==> src/rtl/fetch_sequencer_if.sv <==
// Handshake bundle between fetch_sequencer and its PC register, instruction memory and decode/execute side.
interface fetch_sequencer_if #(
    parameter int WIDTH = 32
);
    logic [WIDTH-1:0] pc;
    logic             pc_load;
    logic [WIDTH-1:0] pc_next;
    logic             imem_read;
    logic [WIDTH-1:0] imem_address;
    logic             imem_resp;
    logic [WIDTH-1:0] imem_rdata;
    logic [WIDTH-1:0] instr;
    logic             instr_valid;
    logic             instr_ready;
    logic             ex_done;
    logic             redirect_valid;
    logic [WIDTH-1:0] redirect_target;
    logic             addr_misaligned;
    logic [31:0]      retire_count;

    // Sequencer side: owns the PC load strobe, the fetch request and the decode handoff.
    modport master (
        input  pc, imem_resp, imem_rdata, instr_ready, ex_done, redirect_valid, redirect_target,
        output pc_load, pc_next, imem_read, imem_address, instr, instr_valid, addr_misaligned,
               retire_count
    );

    modport slave (
        output pc, imem_resp, imem_rdata, instr_ready, ex_done, redirect_valid, redirect_target,
        input  pc_load, pc_next, imem_read, imem_address, instr, instr_valid, addr_misaligned,
               retire_count
    );
endinterface

==> src/rtl/fetch_sequencer.sv <==
// Multicycle fetch/issue/execute sequencer that drives the PC load strobe and instruction fetches.
// Optional macro ALIGN_CHECK_EN: misaligned redirect targets trap to TRAP_VEC without retiring.
module fetch_sequencer #(
    parameter int               WIDTH    = 32,
    parameter logic [WIDTH-1:0] TRAP_VEC = WIDTH'(32'h0000_0060)
) (
    input  logic              clk,
    input  logic              rst,
    fetch_sequencer_if.master bus
);
    typedef enum logic [1:0] {IDLE, FETCH, ISSUE, EXEC} state_t;

    state_t           state;
    logic             imem_read_q;
    logic             instr_valid_q;
    logic [WIDTH-1:0] instr_q;
    logic [31:0]      retire_q;
    logic             take;
    logic             misaligned;
    logic [WIDTH-1:0] pc_next_c;

    // The completing EXEC cycle is the only cycle in which the PC register is loaded.
    assign take = (state == EXEC) && bus.ex_done;

`ifdef ALIGN_CHECK_EN
    assign misaligned = take && bus.redirect_valid && (bus.redirect_target[1:0] != 2'b00);
`else
    assign misaligned = 1'b0;
`endif

    always_comb begin
        // NOTE: assign a default before any branch so every path drives pc_next_c and no latch is inferred.
        pc_next_c = '0;
        if (misaligned)
            pc_next_c = TRAP_VEC;
        else if (take)
            pc_next_c = bus.redirect_valid ? bus.redirect_target : bus.pc + WIDTH'(4);
    end

    // NOTE: sequential state uses non-blocking assignments so every register samples pre-edge values.
    always_ff @(posedge clk) begin
        if (rst) begin
            state         <= IDLE;
            imem_read_q   <= 1'b0;
            instr_valid_q <= 1'b0;
            instr_q       <= '0;
            retire_q      <= '0;
        end else begin
            case (state)
                IDLE: begin
                    state       <= FETCH;
                    imem_read_q <= 1'b1;
                end
                FETCH: begin
                    if (bus.imem_resp) begin
                        instr_q       <= bus.imem_rdata;
                        imem_read_q   <= 1'b0;
                        instr_valid_q <= 1'b1;
                        state         <= ISSUE;
                    end
                end
                ISSUE: begin
                    if (bus.instr_ready) begin
                        instr_valid_q <= 1'b0;
                        state         <= EXEC;
                    end
                end
                EXEC: begin
                    if (bus.ex_done) begin
                        if (!misaligned)
                            retire_q <= retire_q + 32'd1;
                        imem_read_q <= 1'b1;
                        state       <= FETCH;
                    end
                end
                default: begin
                    state         <= IDLE;
                    imem_read_q   <= 1'b0;
                    instr_valid_q <= 1'b0;
                end
            endcase
        end
    end

    assign bus.pc_load         = take;
    assign bus.pc_next         = pc_next_c;
    assign bus.imem_read       = imem_read_q;
    assign bus.imem_address    = imem_read_q ? bus.pc : '0;
    assign bus.instr           = instr_q;
    assign bus.instr_valid     = instr_valid_q;
    assign bus.addr_misaligned = misaligned;
    assign bus.retire_count    = retire_q;
endmodule

==> src/flat_wrapper.sv <==
// flat-port wrapper written by rule: the top's interface ports become plain ports
module fetch_sequencer_flat 
#(
    parameter int               WIDTH    = 32,
    parameter logic [WIDTH-1:0] TRAP_VEC = WIDTH'(32'h0000_0060)
)
  (clk, rst, bus_pc, bus_imem_resp, bus_imem_rdata, bus_instr_ready, bus_ex_done, bus_redirect_valid, bus_redirect_target, bus_pc_load, bus_pc_next, bus_imem_read, bus_imem_address, bus_instr, bus_instr_valid, bus_addr_misaligned, bus_retire_count);
  fetch_sequencer_if #(.WIDTH(WIDTH)) bus_i ();
  input  logic clk;
  input  logic rst;
  input wire logic [$bits(bus_i.pc)-1:0] bus_pc;
  input wire logic [$bits(bus_i.imem_resp)-1:0] bus_imem_resp;
  input wire logic [$bits(bus_i.imem_rdata)-1:0] bus_imem_rdata;
  input wire logic [$bits(bus_i.instr_ready)-1:0] bus_instr_ready;
  input wire logic [$bits(bus_i.ex_done)-1:0] bus_ex_done;
  input wire logic [$bits(bus_i.redirect_valid)-1:0] bus_redirect_valid;
  input wire logic [$bits(bus_i.redirect_target)-1:0] bus_redirect_target;
  output wire logic [$bits(bus_i.pc_load)-1:0] bus_pc_load;
  output wire logic [$bits(bus_i.pc_next)-1:0] bus_pc_next;
  output wire logic [$bits(bus_i.imem_read)-1:0] bus_imem_read;
  output wire logic [$bits(bus_i.imem_address)-1:0] bus_imem_address;
  output wire logic [$bits(bus_i.instr)-1:0] bus_instr;
  output wire logic [$bits(bus_i.instr_valid)-1:0] bus_instr_valid;
  output wire logic [$bits(bus_i.addr_misaligned)-1:0] bus_addr_misaligned;
  output wire logic [$bits(bus_i.retire_count)-1:0] bus_retire_count;
  assign bus_i.pc = bus_pc;
  assign bus_i.imem_resp = bus_imem_resp;
  assign bus_i.imem_rdata = bus_imem_rdata;
  assign bus_i.instr_ready = bus_instr_ready;
  assign bus_i.ex_done = bus_ex_done;
  assign bus_i.redirect_valid = bus_redirect_valid;
  assign bus_i.redirect_target = bus_redirect_target;
  assign bus_pc_load = bus_i.pc_load;
  assign bus_pc_next = bus_i.pc_next;
  assign bus_imem_read = bus_i.imem_read;
  assign bus_imem_address = bus_i.imem_address;
  assign bus_instr = bus_i.instr;
  assign bus_instr_valid = bus_i.instr_valid;
  assign bus_addr_misaligned = bus_i.addr_misaligned;
  assign bus_retire_count = bus_i.retire_count;
  fetch_sequencer #(.WIDTH(WIDTH), .TRAP_VEC(TRAP_VEC)) u_core (.clk(clk), .rst(rst), .bus(bus_i));
endmodule
==> config.mk <==
export PLATFORM = sky130hd
export DESIGN_NAME = fetch_sequencer_flat
export DESIGN_NICKNAME = d
export VERILOG_FILES = /design/src/rtl/fetch_sequencer_if.sv /design/src/rtl/fetch_sequencer.sv /design/src/flat_wrapper.sv
export SDC_FILE = /design/constraint.sdc
export NUM_CORES = 1
export LEC_CHECK = 0
export BUFFER_PORTS_ARGS = -buffer_cell sky130_fd_sc_hd__buf_2
export CAP_MARGIN = 15
export CORE_MARGIN = 2
export CORE_UTILIZATION = 30
export DETAILED_ROUTE_END_ITERATION = 16
export PLACE_DENSITY_LB_ADDON = 0.3
export SETUP_SLACK_MARGIN = 0.3
export SKIP_CTS_REPAIR_TIMING = 1
export SLEW_MARGIN = 15
export SYNTH_ARGS = -nofsm -noshare
export SYNTH_HDL_FRONTEND = slang
export SYNTH_SLANG_ARGS = --single-unit
==> constraint.sdc <==
create_clock -name clk -period 2.3 [get_ports clk]
set_clock_uncertainty 0.1 [all_clocks]
set_input_delay 0.46 -clock clk [delete_from_list [all_inputs] [get_ports clk]]
set_output_delay 0.46 -clock clk [all_outputs]
set_load 0.01 [all_outputs]
* Word level (Yosys, flattened, before mapping)
Cells that the tools add are included.
** Storage, ports and cells
- Output and inout port bits :: 132
- Logic and storage cells :: 35
- Input bits :: 102
- Bits in registers :: 68
** Cells by class
- Equal/unequal tests :: 6
- Mux-type cells :: 13
- Add/sub/neg operators :: 2
- Reduce and logical (&&, ||, !) cells :: 9
** Operators by type and width (count)
- two-way mux 32 bit :: 3
- adder 32 x 1 -> 32 bit (second input constant) :: 1
- adder 32 x 3 -> 32 bit (second input constant) :: 1
- AND reduction 3 bit :: 3
- one-hot mux 2 bit (4 select lines) :: 1
- two-way mux 2 bit :: 3
- != test 2 bit (second input constant) :: 3
- == test 2 bit (second input constant) :: 2
- two-way mux 1 bit :: 4
- AND reduction 2 bit :: 2
- one-hot mux 1 bit (3 select lines) :: 1
- nonzero test 3 bit :: 1
- == test 2 x 1 -> 1 bit (second input constant) :: 1
- logical NOT 2 bit :: 1
- one-hot mux 1 bit (2 select lines) :: 1
- nonzero test 2 bit :: 1
- logical AND 1 bit :: 1

* Logic depth before layout (Yosys ltp)
Gate-level depths: netlist of run 1.
- Depth after elaboration :: 3
- Gate-level depth with buffers :: 7

* Worst setup path before layout of run 1
Ideal clock, no wire load.
- Path type :: input port to output port
- From :: in bus_pc[12]
- To :: out bus_pc_next[31]
- Arrival :: 1.860 ns
- Buffers on the path :: 0
- Path slack :: -0.120 ns
- Stages :: 5
- Cell sequence :: nand4_2 > nor4_1 > nand4_1 > xor2_1 > a21oi_1
** On the way
- Word-level cells in the longest chain between the ends :: 3
** RTL lines
- from (decl) :: line flat_wrapper.sv:11 : input wire logic [$bits(bus_i.pc)-1:0] bus_pc;
- adder 32 x 3 -> 32 bit :: line fetch_sequencer.sv:37 : pc_next_c = bus.redirect_valid ? bus.redirect_target : bus.pc + WIDTH'(4);
- two-way mux 32 bit :: line fetch_sequencer.sv:37
- two-way mux 32 bit :: line fetch_sequencer.sv:36 : else if (take)
- to (decl) :: line flat_wrapper.sv:19 : output wire logic [$bits(bus_i.pc_next)-1:0] bus_pc_next;
Every way passes these cells.

* Worst setup path after layout of run 1
- From :: in bus_pc[12]
- To :: out bus_pc_next[26]
The elaborated chain is that of the path after synthesis.

==> results.txt, run 1 <==
* Status: finished, violations left
- Failing checks: setup timing
- Synth Net Count: 649
* Top-level port count: around 230
- Hold Slack: 0.2653 ns
- For this run, the register share of the synthesized area comes to 0.3384.
- Share of the synthesized area in the top cell type: 0.3384
- The count of final hold-check violations came to 0.
- Once layout is done, the placed cells without fillers occupy 6533 sq um.
- For this design, the sink count on the clock tree is 68.
* Count of H-tree levels built during CTS: 3
- Biggest area contributors in the synthesized netlist: dfxtp_1, a21oi_1, nand2_1, xnor2_1, xor2_1
* Worst EP required: 1.74 ns
* Static power due to leakage: 3.053 nW
* Unrepaired setup endpoints after global routing: true
- Number of search-and-repair iterations in the first detailed-routing pass: 4
- Min-delay src: bus_imem_rdata[3]
- 0 antenna diodes ended up in the layout.
- Setup violation total in the final timing report: 12
- Total Negative Setup Slacks: -0.8297 ns
- Leading register cell type out of synthesis: dfxtp_1
* Peak VDD IR: 499.5 uV
- For this run, the total global-route usage over all layers was measured as 0.1825.
* Worst Hold Class: input port to register
- CTS root buffer: clkbuf_16
- Via count normalized by instance count: 4.760
* Total global routing overflow: 0
* Estimated wirelength of the detail-placed design: 10270 um
- The routed design has 13890 um of wire.
- The via count of the first global-routing pass came to 4194.
- Pin count of the biggest net entering global routing: slightly below 50
- Post-synth top cells: nand2_1, dfxtp_1, a21oi_1
- YS warnings: 0
- Critical path origin: bus_pc[12]
- The largest total area in the synthesized netlist belongs to dfxtp_1.
* Clock tree from TritonCTS: done
- Minimum clock period: 2.447 ns
* DP Area: between 5000 and 6000 sq um
- The cell area that synthesis handed to floorplanning was between 4000 and 5000 sq um.
- Static timing analysis puts the maximum clock frequency at 408.7 MHz.
- Share of post-route cells with drive strength above 1: 0.4520
- Across the run, the number of max-cap violations was 0.
* CP arrival: 1.89 ns
* Synth async-reset ratio: 0
- Worst path setup slack after routing: -0.1469 ns
* Most numerous cell in the Yosys netlist: nand2_1
- Flop-to-flop setup slack: 0.36 ns
- The number of antenna violations at the first check in global routing came to 0.
- Die height: between 100 and 150 um
* Initial Utilization: 0.3050
* Synth Register Bits: between 60 and 70
* Critical register-to-register path startpoint: u_core.bus.retire_count[18]
* Violation count after the first detailed-routing iteration: 259
- Maximum fanout along the worst path: 6
- Along the worst hold path, the cell count comes to 3.
* Power Dens Cells: 608.9 nW/um^2
- The worst setup path is launched from an input port.
- Vias after detailed routing: 4755
* Total DRC errors in the routed layout: 0
- The number of clock buffers added by TritonCTS is 9.
- The worst setup path is captured at an output port.
- In this run the worst setup path terminates at bus_pc_next[26].
- After floorplanning, the core was sized to cover 13190 sq um.
* Mean area per synthesized cell: 7.422 sq um
* Worst setup path class: input port to output port
- Buffer depth of the longest clock path: 2
* Power Total: 3.978 mW
* Number of port buffers: ~230
* Clock slew at the register clock pins of the worst setup and hold paths: 0.05 ns
- At the later pin of the worst-skew pair, clock insertion delay measures 0.33 ns.
* Total die area: roughly 14000 sq um
- Residual antenna-violating net count after detailed routing: 0
* Number of synthesized flops with an enable pin: 0
- The congestion estimate from routability-driven global placement came to 0.8539.
* Post-Synthesis Cells: 542
- Max Transition Viols Final: 0
* Chip width: 119.8 um
* Net total in the final layout: between 900 and 1k
- Synthesis-to-layout area growth: 62.40%
- Post-synth cell types: 38
* Worst reg2reg endpoint: u_core.bus.retire_count[31]
- Number of cells traversed by the worst register-to-register path: 5
* Share of the clock period used by the worst path after layout: 1.064
- Global-route wire length before repair: approximately 21000 um
- Counting the fill cells in the layout gives 1316.
* Floorplan row count: 42
- Average detailed-routed wire length per instance: 13.91 um
==> critical path, cell delays in order <==
cell,delay (ns)
buf_8,0.08
nand4_4,0.11
or4_4,0.66
nor3_2,0.22
xnor2_1,0.16
a21oi_2,0.07
buf_2,0.14
==> per-stage QoR <==
step / utilization / setup slack, ns / instances
after floorplan: - / 0.05068 / 542
after global placement: 0.4344 / -0.1534 / 968
after detailed placement: 0.4344 / -0.1884 / 968
after CTS: 0.4569 / -0.1871 / 984
after global routing: 0.4953 / -0.2015 / 999
final: 0.4953 / -0.1469 / 999
==> worst min path at each step <==
stage                                end  slack [ns]
finish               u_core.bus.instr[3]        0.27
global route        u_core.bus.instr[24]        0.26
CTS                 u_core.bus.instr[31]        0.26
detailed placement  u_core.bus.instr[31]        0.34
global placement    u_core.bus.instr[10]        0.34
floorplan            u_core.bus.instr[0]        0.38
==> state kept, by name, indices dropped and copies added (netlist names) <==
| register | count |
|---|---|
| u_core.bus.imem_read | 1 |
| u_core.bus.retire_count | 32 |
| u_core.bus.instr | 32 |
| u_core.bus.instr_valid | 1 |
| u_core.state | 2 |
==> layer usage <==
metal / part of all wire / wire length (um) / GRT usage / vias up
li1: - / - / - / 2409
met5: 0 / 0 / 0 / -
met3: 0.061 / 852 / 0.05086 / 23
met4: 0.015 / 207 / 0.05147 / 0
met1: 0.47 / 6476 / 0.2528 / 2162
met2: 0.46 / 6356 / 0.2775 / 161
==> logic make-up (layout without fill, tap and decap cells) <==
family                     after synthesis  count (layout)  synth area share
and+or+nand+nor                        269             269            0.3393
AOI/OAI and AO/OA                       98              98            0.1266
DFF                                     68              68            0.3384
xor gates and xnor gates                50              50            0.1089
buffers and inverters                   42             323           0.04634
muxes                                    9               9           0.02395
adders and majority gates                5               5           0.01555
other                                    1               1         0.0009322
==> layout make-up <==
cell class                      count  area (sq um)  area share
Clock buffer                       15         267.8     0.04099
Inverter                           11         41.29    0.006321
Clock inverter                      1         30.03    0.004597
Tap cell                          176         220.2     0.03371
Multi-Input combinational cell    432          2806      0.4296
Sequential cell                    68          1374      0.2103
Timing Repair Buffer              296          1793      0.2745
==> layout by cell type, fill, tap and decap left out, types with 5 or more instances in the layout <==
cell type  synthesis  routed
xor2_1            24      24
mux2_2             5       5
and2_1            33      32
nand2_1           87      84
and3_1             7       5
nor2_1            52      47
nand3_1           27      18
nand4_1           22      22
a21oi_2            0       6
a21oi_1           66      60
buf_6              1      15
buf_4              3      52
o21ai_0           25      23
nor2b_1            6       6
nor4_4             2       5
buf_2              1     221
and4_1             6       6
nand3_2            0       6
inv_1             11      10
clkbuf_16          0       9
dfxtp_1           68      64
xnor2_1           26      23
==> where the power goes <==
group          internal (mW)  switching (mW)  total (mW)
logic                  0.553           0.705        1.26
registers               1.29          0.0653        1.35
clock network          0.899           0.466        1.37
total                   2.74            1.24        3.98
(Power assumes the default switching activity.)
==> inputs of run 2 (changes only) <==
CORE_UTILIZATION = 28   (was 30)
CTS_CLUSTER_DIAMETER = 40   (was not set)
==> results.txt, run 2 (synthesis gave the netlist of run 1 again) <==
- Status: finished, violations left (unchanged)
* Failing checks: setup timing (unchanged)
- Area of the core: 13930 sq um (was 13190 sq um)
- The class of the most critical setup path is input port to output port (unchanged).
- The number of buffers on the longest clock path is 2 (unchanged).
- The CTS clock-pin slew for the worst setup and hold paths is 0.06 ns (was 0.05 ns).
- Final weighted congestion in routability-driven placement: 0.8514 (was 0.8539)
- The number of setup violations in the final report was 12 (unchanged).
- The maximum operating frequency is 410.3 MHz (was 408.7 MHz).
- The origin of the worst min-delay path was bus_imem_rdata[26] (was bus_imem_rdata[3]).
- The number of violations of the max-capacitance limit is 0 (unchanged).
- The DRC violation total after the first TritonRoute iteration is 248 (was 259).
- Synthesis-to-layout area growth: 67.46% (was 62.40%)
- The endpoint of the lowest-slack register-to-register path was u_core.bus.retire_count[31] (unchanged).
* Area of the multi-input gates: 2853 sq um (was 2806 sq um)
- The setup slack of the most critical reg-to-reg path was 0.35 ns (was 0.36 ns).
- The CTS tree is done (unchanged).
- Total routing usage reported by global routing: 0.1751 (was 0.1825)
- The average wire length per cell after detail routing was 14.31 um (was 13.91 um).
- Net total in the final layout: 935 (was 925)
* Count of H-tree levels built during CTS: 3 (unchanged)
- Capturing element type of the critical path: output port (unchanged)
* Total die area: 15340 sq um (was 14350 sq um)
* Via count normalized by instance count: 4.779 (was 4.760)
- Terminating pin of the worst hold path: u_core.bus.instr[26] (was u_core.bus.instr[3])
- Storage cell area: 1371 sq um (was 1374 sq um)
* Share of the clock period used by the worst path after layout: 1.060 (was 1.064)
- CTS root buffer: clkbuf_16 (unchanged)
- The clock network latency to the later pin of the worst-skew pair came to 0.33 ns (about the same).
- The number of antenna violations at the first check in global routing is 0 (unchanged).
- Worst EP required: 1.74 ns (about the same)
* Vias in the first global route: 4392 (was 4194)
* Static power due to leakage: 3.156 nW (was 3.053 nW)
* Total global routing overflow: 0 (unchanged)
- The total number of clock tree sinks was 68 (unchanged).
- Hold-critical path depth: 3 (unchanged)
- Number of port buffers: 232 (unchanged)
* Critical register-to-register path startpoint: u_core.bus.retire_count[18] (unchanged)
- Top-level port count: 234 (unchanged)
- Critical Path Source Type: input port (unchanged)
- Chip width: 123.9 um (was 119.8 um)
- Vias after detailed routing: 4841 (was 4755)
* Number of cells traversed by the worst register-to-register path: 5 (unchanged)
- Num CTS Buffers: 9 (unchanged)
- Total DRC errors in the routed layout: 0 (unchanged)
* CP arrival: 1.88 ns (was 1.89 ns)
- Max Transition Viols Final: 0 (unchanged)
* Number of search-and-repair iterations in the first detailed-routing pass: 4 (unchanged)
- The number of rows created at floorplan was 43 (was 42).
* Final hold vios: 0 (unchanged)
- Most common cell after layout, fill and taps aside: buf_2 (unchanged)
* Share of post-route cells with drive strength above 1: 0.4658 (was 0.4520)
* Maximum fanout along the worst path: 6 (unchanged)
- Unrepaired setup endpoints after global routing: true (unchanged)
- Fill count: 1406 (was 1316)
- Power Dens Cells: 606.3 nW/um^2 (was 608.9 nW/um^2)
- The cell area after layout is 6736 sq um (was 6533 sq um).
* Initial Utilization: 0.2887 (was 0.3050)
- Commonest cells after routing, fill and taps aside: buf_2, nand2_1, dfxtp_1, a21oi_1, buf_4 (unchanged).
* Pin count of the biggest net entering global routing: 49 (unchanged)
- Worst Hold Class: input port to register (unchanged)
- DP Area: 5814 sq um (was 5729 sq um)
- Global-route wire length before repair: 21330 um (was 21120 um)
* Power Total: 4.084 mW (was 3.978 mW)
- Worst path setup slack after routing: -0.1374 ns (was -0.1469 ns)
* Residual antenna-violating net count after detailed routing: 0 (unchanged)
- The post-route minimum period is 2.437 ns (was 2.447 ns).
* Peak VDD IR: 445.9 uV (was 499.5 uV)
- Total wire length: 14500 um (was 13890 um)
* Die height: 123.9 um (was 119.8 um)
- Number of diodes added for antenna fixing: 0 (unchanged)
- The post-detailed-placement half-perimeter wirelength was 10430 um (was 10270 um).
## run 2: worst max-delay path by stage
stage / start / end / slack [ns] / cells past startpoint
finish: bus_pc[9] / bus_pc_next[22] / -0.14 / 7
global route: bus_pc[9] / bus_pc_next[27] / -0.21 / 7
CTS: u_core.state[0] / bus_pc_next[9] / -0.21 / 7
detailed placement: bus_pc[15] / bus_pc_next[26] / -0.19 / 7
global placement: bus_pc[15] / bus_pc_next[26] / -0.17 / 7
floorplan: bus_pc[15] / bus_pc_next[26] / 0.05 / 6
## run 2: per-layer routing
layer / up-vias / global-route usage / routed length, um / share of wire
met4: 0 / 0.04190 / 142 / 0.0098
met3: 14 / 0.04808 / 849 / 0.059
met1: 2246 / 0.2399 / 6634 / 0.46
li1: 2430 / - / - / -
met5: - / 0 / 0 / 0
met2: 151 / 0.2727 / 6870 / 0.47
## run 2: power by group
group / internal, mW / switching (mW)
sequential: 1.29 / 0.0576
clock: 0.866 / 0.523
combinational: 0.611 / 0.738
## run 2: worst max-delay path, cell delays in order
cell and delay (ns):
buf_6 0.08, nand4_4 0.09, or4_4 0.67, nor3_2 0.21, xnor2_1 0.15, a21oi_2 0.07
buf_2 0.14
## run 2: layout make-up
type,count,area share
Multi-Input combinational cell,432,0.4235
Timing Repair Buffer,306,0.2873
Tap cell,180,0.03343
Inverter,11,0.007244
Clock inverter,6,0.009473
Sequential cell,68,0.2036
Clock buffer,10,0.03548
## run 2: stage by stage
step                hold WS (ns)  setup WS, ns  cells  setup TNS, ns  utilization
floorplan                 0.3805       0.05068    542              0            -
global placement          0.3399       -0.1693    981         -1.357       0.4173
detailed placement        0.3434       -0.1921    981         -1.523       0.4173
CTS                       0.2517       -0.2098    997         -2.728       0.4390
global route              0.2501       -0.2072   1013         -1.945       0.4834
finish                    0.2651       -0.1374   1013        -0.9351       0.4834
==> inputs of run 3 (changes only) <==
REMOVE_ABC_BUFFERS = 1   (was not set)
==> results.txt, run 3 (synthesis gave the netlist of run 1 again) <==
- Status: finished, violations left (unchanged).
* Failing checks: setup timing (unchanged)
- Clock tree from TritonCTS: done (unchanged)
* Chip width: 123.9 um (unchanged)
- The die height came to 123.9 um (unchanged).
- The total number of clock tree sinks was 68 (unchanged).
* Worst EP required: 1.74 ns (about the same)
- Residual antenna-violating net count after detailed routing: 0 (unchanged)
- Total die area: 15340 sq um (unchanged)
- Floorplan row count: 43 (unchanged)
- The arrival time reported for the critical path endpoint is 1.94 ns (was 1.88 ns).
- Worst Hold Class: input port to register (unchanged)
* P_sw: 1.300 mW (was 1.318 mW)
* Via count normalized by instance count: 4.752 (was 4.779)
- The total internal power is 2.732 mW (was 2.766 mW).
* Worst path setup slack after routing: -0.2014 ns (was -0.1374 ns)
- CTS root buffer: clkbuf_16 (unchanged)
- The final cell count without fillers is 1006 (was 1013).
- Transition time at the pin with the least slew margin: 0.5456 ns
- Max Transition Viols Final: 0 (unchanged)
* Final weighted congestion in routability-driven placement: 0.8331 (was 0.8514)
- The area growth from synthesis to final layout came to 65.82% (was 67.46%).
- Total wire length: 14180 um (was 14500 um)
- The class of the most critical setup path is input port to output port (unchanged).
- The static power due to leakage came to 3.117 nW (was 3.156 nW).
* Power Total: 4.032 mW (was 4.084 mW)
- The maximum VDD drop came to 352.8 uV (was 445.9 uV).
* Net total in the final layout: 928 (was 935)
* Placed Cells: 979 (was 981)
- Capturing element type of the critical path: output port (unchanged)
* Global-route wire length before repair: 20180 um (was 21330 um)
- The global router's overall resource usage was 0.1674 (was 0.1751).
- Max Cap Violations: 0 (unchanged)
- The antenna diode instance count was 0 (unchanged).
* Maximum clock rate: 399.8 MHz (was 410.3 MHz)
* Share of power burned in registers: 0.335 (was 0.330)
* Buffer depth of the longest clock path: 2 (unchanged)
- The count of final hold-check violations was 0 (unchanged).
- Sw Share: 0.3223 (was 0.3228)
- The post-detailed-placement half-perimeter wirelength was 10330 um (was 10430 um).
- The count of H-tree levels built during CTS came to 3 (unchanged).
- The number of port buffers was 232 (unchanged).
- Number of antenna violations at the first check in global routing: 0 (unchanged)
- Initial Utilization: 0.2887 (unchanged)
- The count of unresolved DRC violations after routing was 0 (unchanged).
- Comb power frac: 0.322 (was 0.330)
- The via count of the first global-routing pass came to 4136 (was 4392).
- The number of filler cells placed in the layout was 1398 (was 1406).
* Critical Path Source Type: input port (unchanged)
- The number of top-level pins was 234 (unchanged).
* Vias after detailed routing: 4781 (was 4841)
- Worst skew pair latency: 0.34 ns (was 0.33 ns)
* Commonest cells after routing, fill and taps aside: buf_2, nand2_1, a21oi_1, dfxtp_1, buf_4 (was buf_2, nand2_1, dfxtp_1, a21oi_1, buf_4)
- The final period utilization came to 1.088 (was 1.060).
- The number of setup violations in the final report was 13 (was 12).
* Average detailed-routed wire length per instance: 14.09 um (was 14.31 um)
- Flop-to-flop setup slack: 0.37 ns (was 0.35 ns)
- The power density over the cells is 604.4 nW/um^2 (was 606.3 nW/um^2).
* Unrepaired setup endpoints after global routing: true (unchanged)
- Area of the core: 13930 sq um (unchanged)
- Clk pwr share: 0.343 (was 0.340)
- The DRC violation total after the first TritonRoute iteration is 174 (was 248).
- Maximum fanout along the worst path: 5 (was 6)
- Share of post-route cells with drive strength above 1: 0.4516 (was 0.4658)
- Most common cell after layout, fill and taps aside: buf_2 (unchanged)
- The total CTS buffers is 9 (unchanged).
- Minimum clock period: 2.501 ns (was 2.437 ns)
- The share of the core filled with cells in the final layout is 0.4787 (was 0.4834).
- Clock slew at the register clock pins of the worst setup and hold paths: 0.05 ns (was 0.06 ns)
- Relative slew slack: 0.6363
- The maximum number of pins on one net before global-route repair was 49 (unchanged).
- The number of optimization iterations in the first detailed-route pass came to 4 (unchanged).
* Total global routing overflow: 0 (unchanged)
run 3: cell count changes in the layout (fill, tap and decap cells not counted), sizes merged:
| cell | previous run | this run |
|---|---|---|
| buf | 304 | 297 |
run 3: routing by layer:
layer  share of wire  global-route usage  vias to the layer above  wire (um)
met3           0.091             0.04899                       23       1290
met1            0.41              0.1944                     2141       5776
li1                -                   -                     2419          -
met5               0                   0                        -          0
met4           0.027             0.05256                        0        381
met2            0.47              0.2950                      198       6728
run 3: power groups by stage:
stage	Combinational, mW	Clock [mW]	Sequential, mW
after floorplan	0.513	0	1.42
after global placement	1.17	0	1.36
after detailed placement	1.17	0	1.36
after CTS	1.18	1.43	1.33
after global routing	1.43	1.46	1.36
final	1.30	1.38	1.35
run 3: path summary, 6_finish.rpt:
path,endpoint,cells after the start,start
max,bus_pc_next[25],8,bus_pc[15]
min,u_core.bus.instr[25],3,bus_imem_rdata[25]
max reg2reg,u_core.bus.retire_count[27],5,u_core.bus.retire_count[15]
min reg2reg,u_core.bus.instr[25],2,u_core.bus.instr[25]
run 3: worst max-delay path: stages:
cell,delay (ns)
buf_8,0.08
nand4_4,0.10
or4_4,0.61
buf_12,0.16
nor4_4,0.13
xnor2_1,0.10
a21oi_1,0.14
buf_2,0.15
run 3: through the flow:
| step | setup TNS [ns] | hold slack [ns] | area, sq um | setup slack [ns] |
|---|---|---|---|---|
| finish | -1.823 | 0.2617 | 6670 | -0.2014 |
| detailed placement | -1.721 | 0.3443 | 5709 | -0.2273 |
| global placement | -1.503 | 0.3399 | 5709 | -0.2079 |
| CTS | -2.481 | 0.2493 | 6012 | -0.2274 |
| global route | -2.699 | 0.2636 | 6670 | -0.2797 |
| floorplan | -0.8469 | 0.3745 | 3877 | -0.1197 |
run 3: layout make-up:
type / instances / area [sq um] / share of cell area
repair buffers: 299 / 1892 / 0.2836
multi-input cells: 432 / 2830 / 0.4243
clock buffers: 10 / 239.0 / 0.03583
flip-flops and latches: 68 / 1371 / 0.2056
well taps: 180 / 225.2 / 0.03376
inverters: 11 / 48.80 / 0.007316
clock inverters: 6 / 63.81 / 0.009567
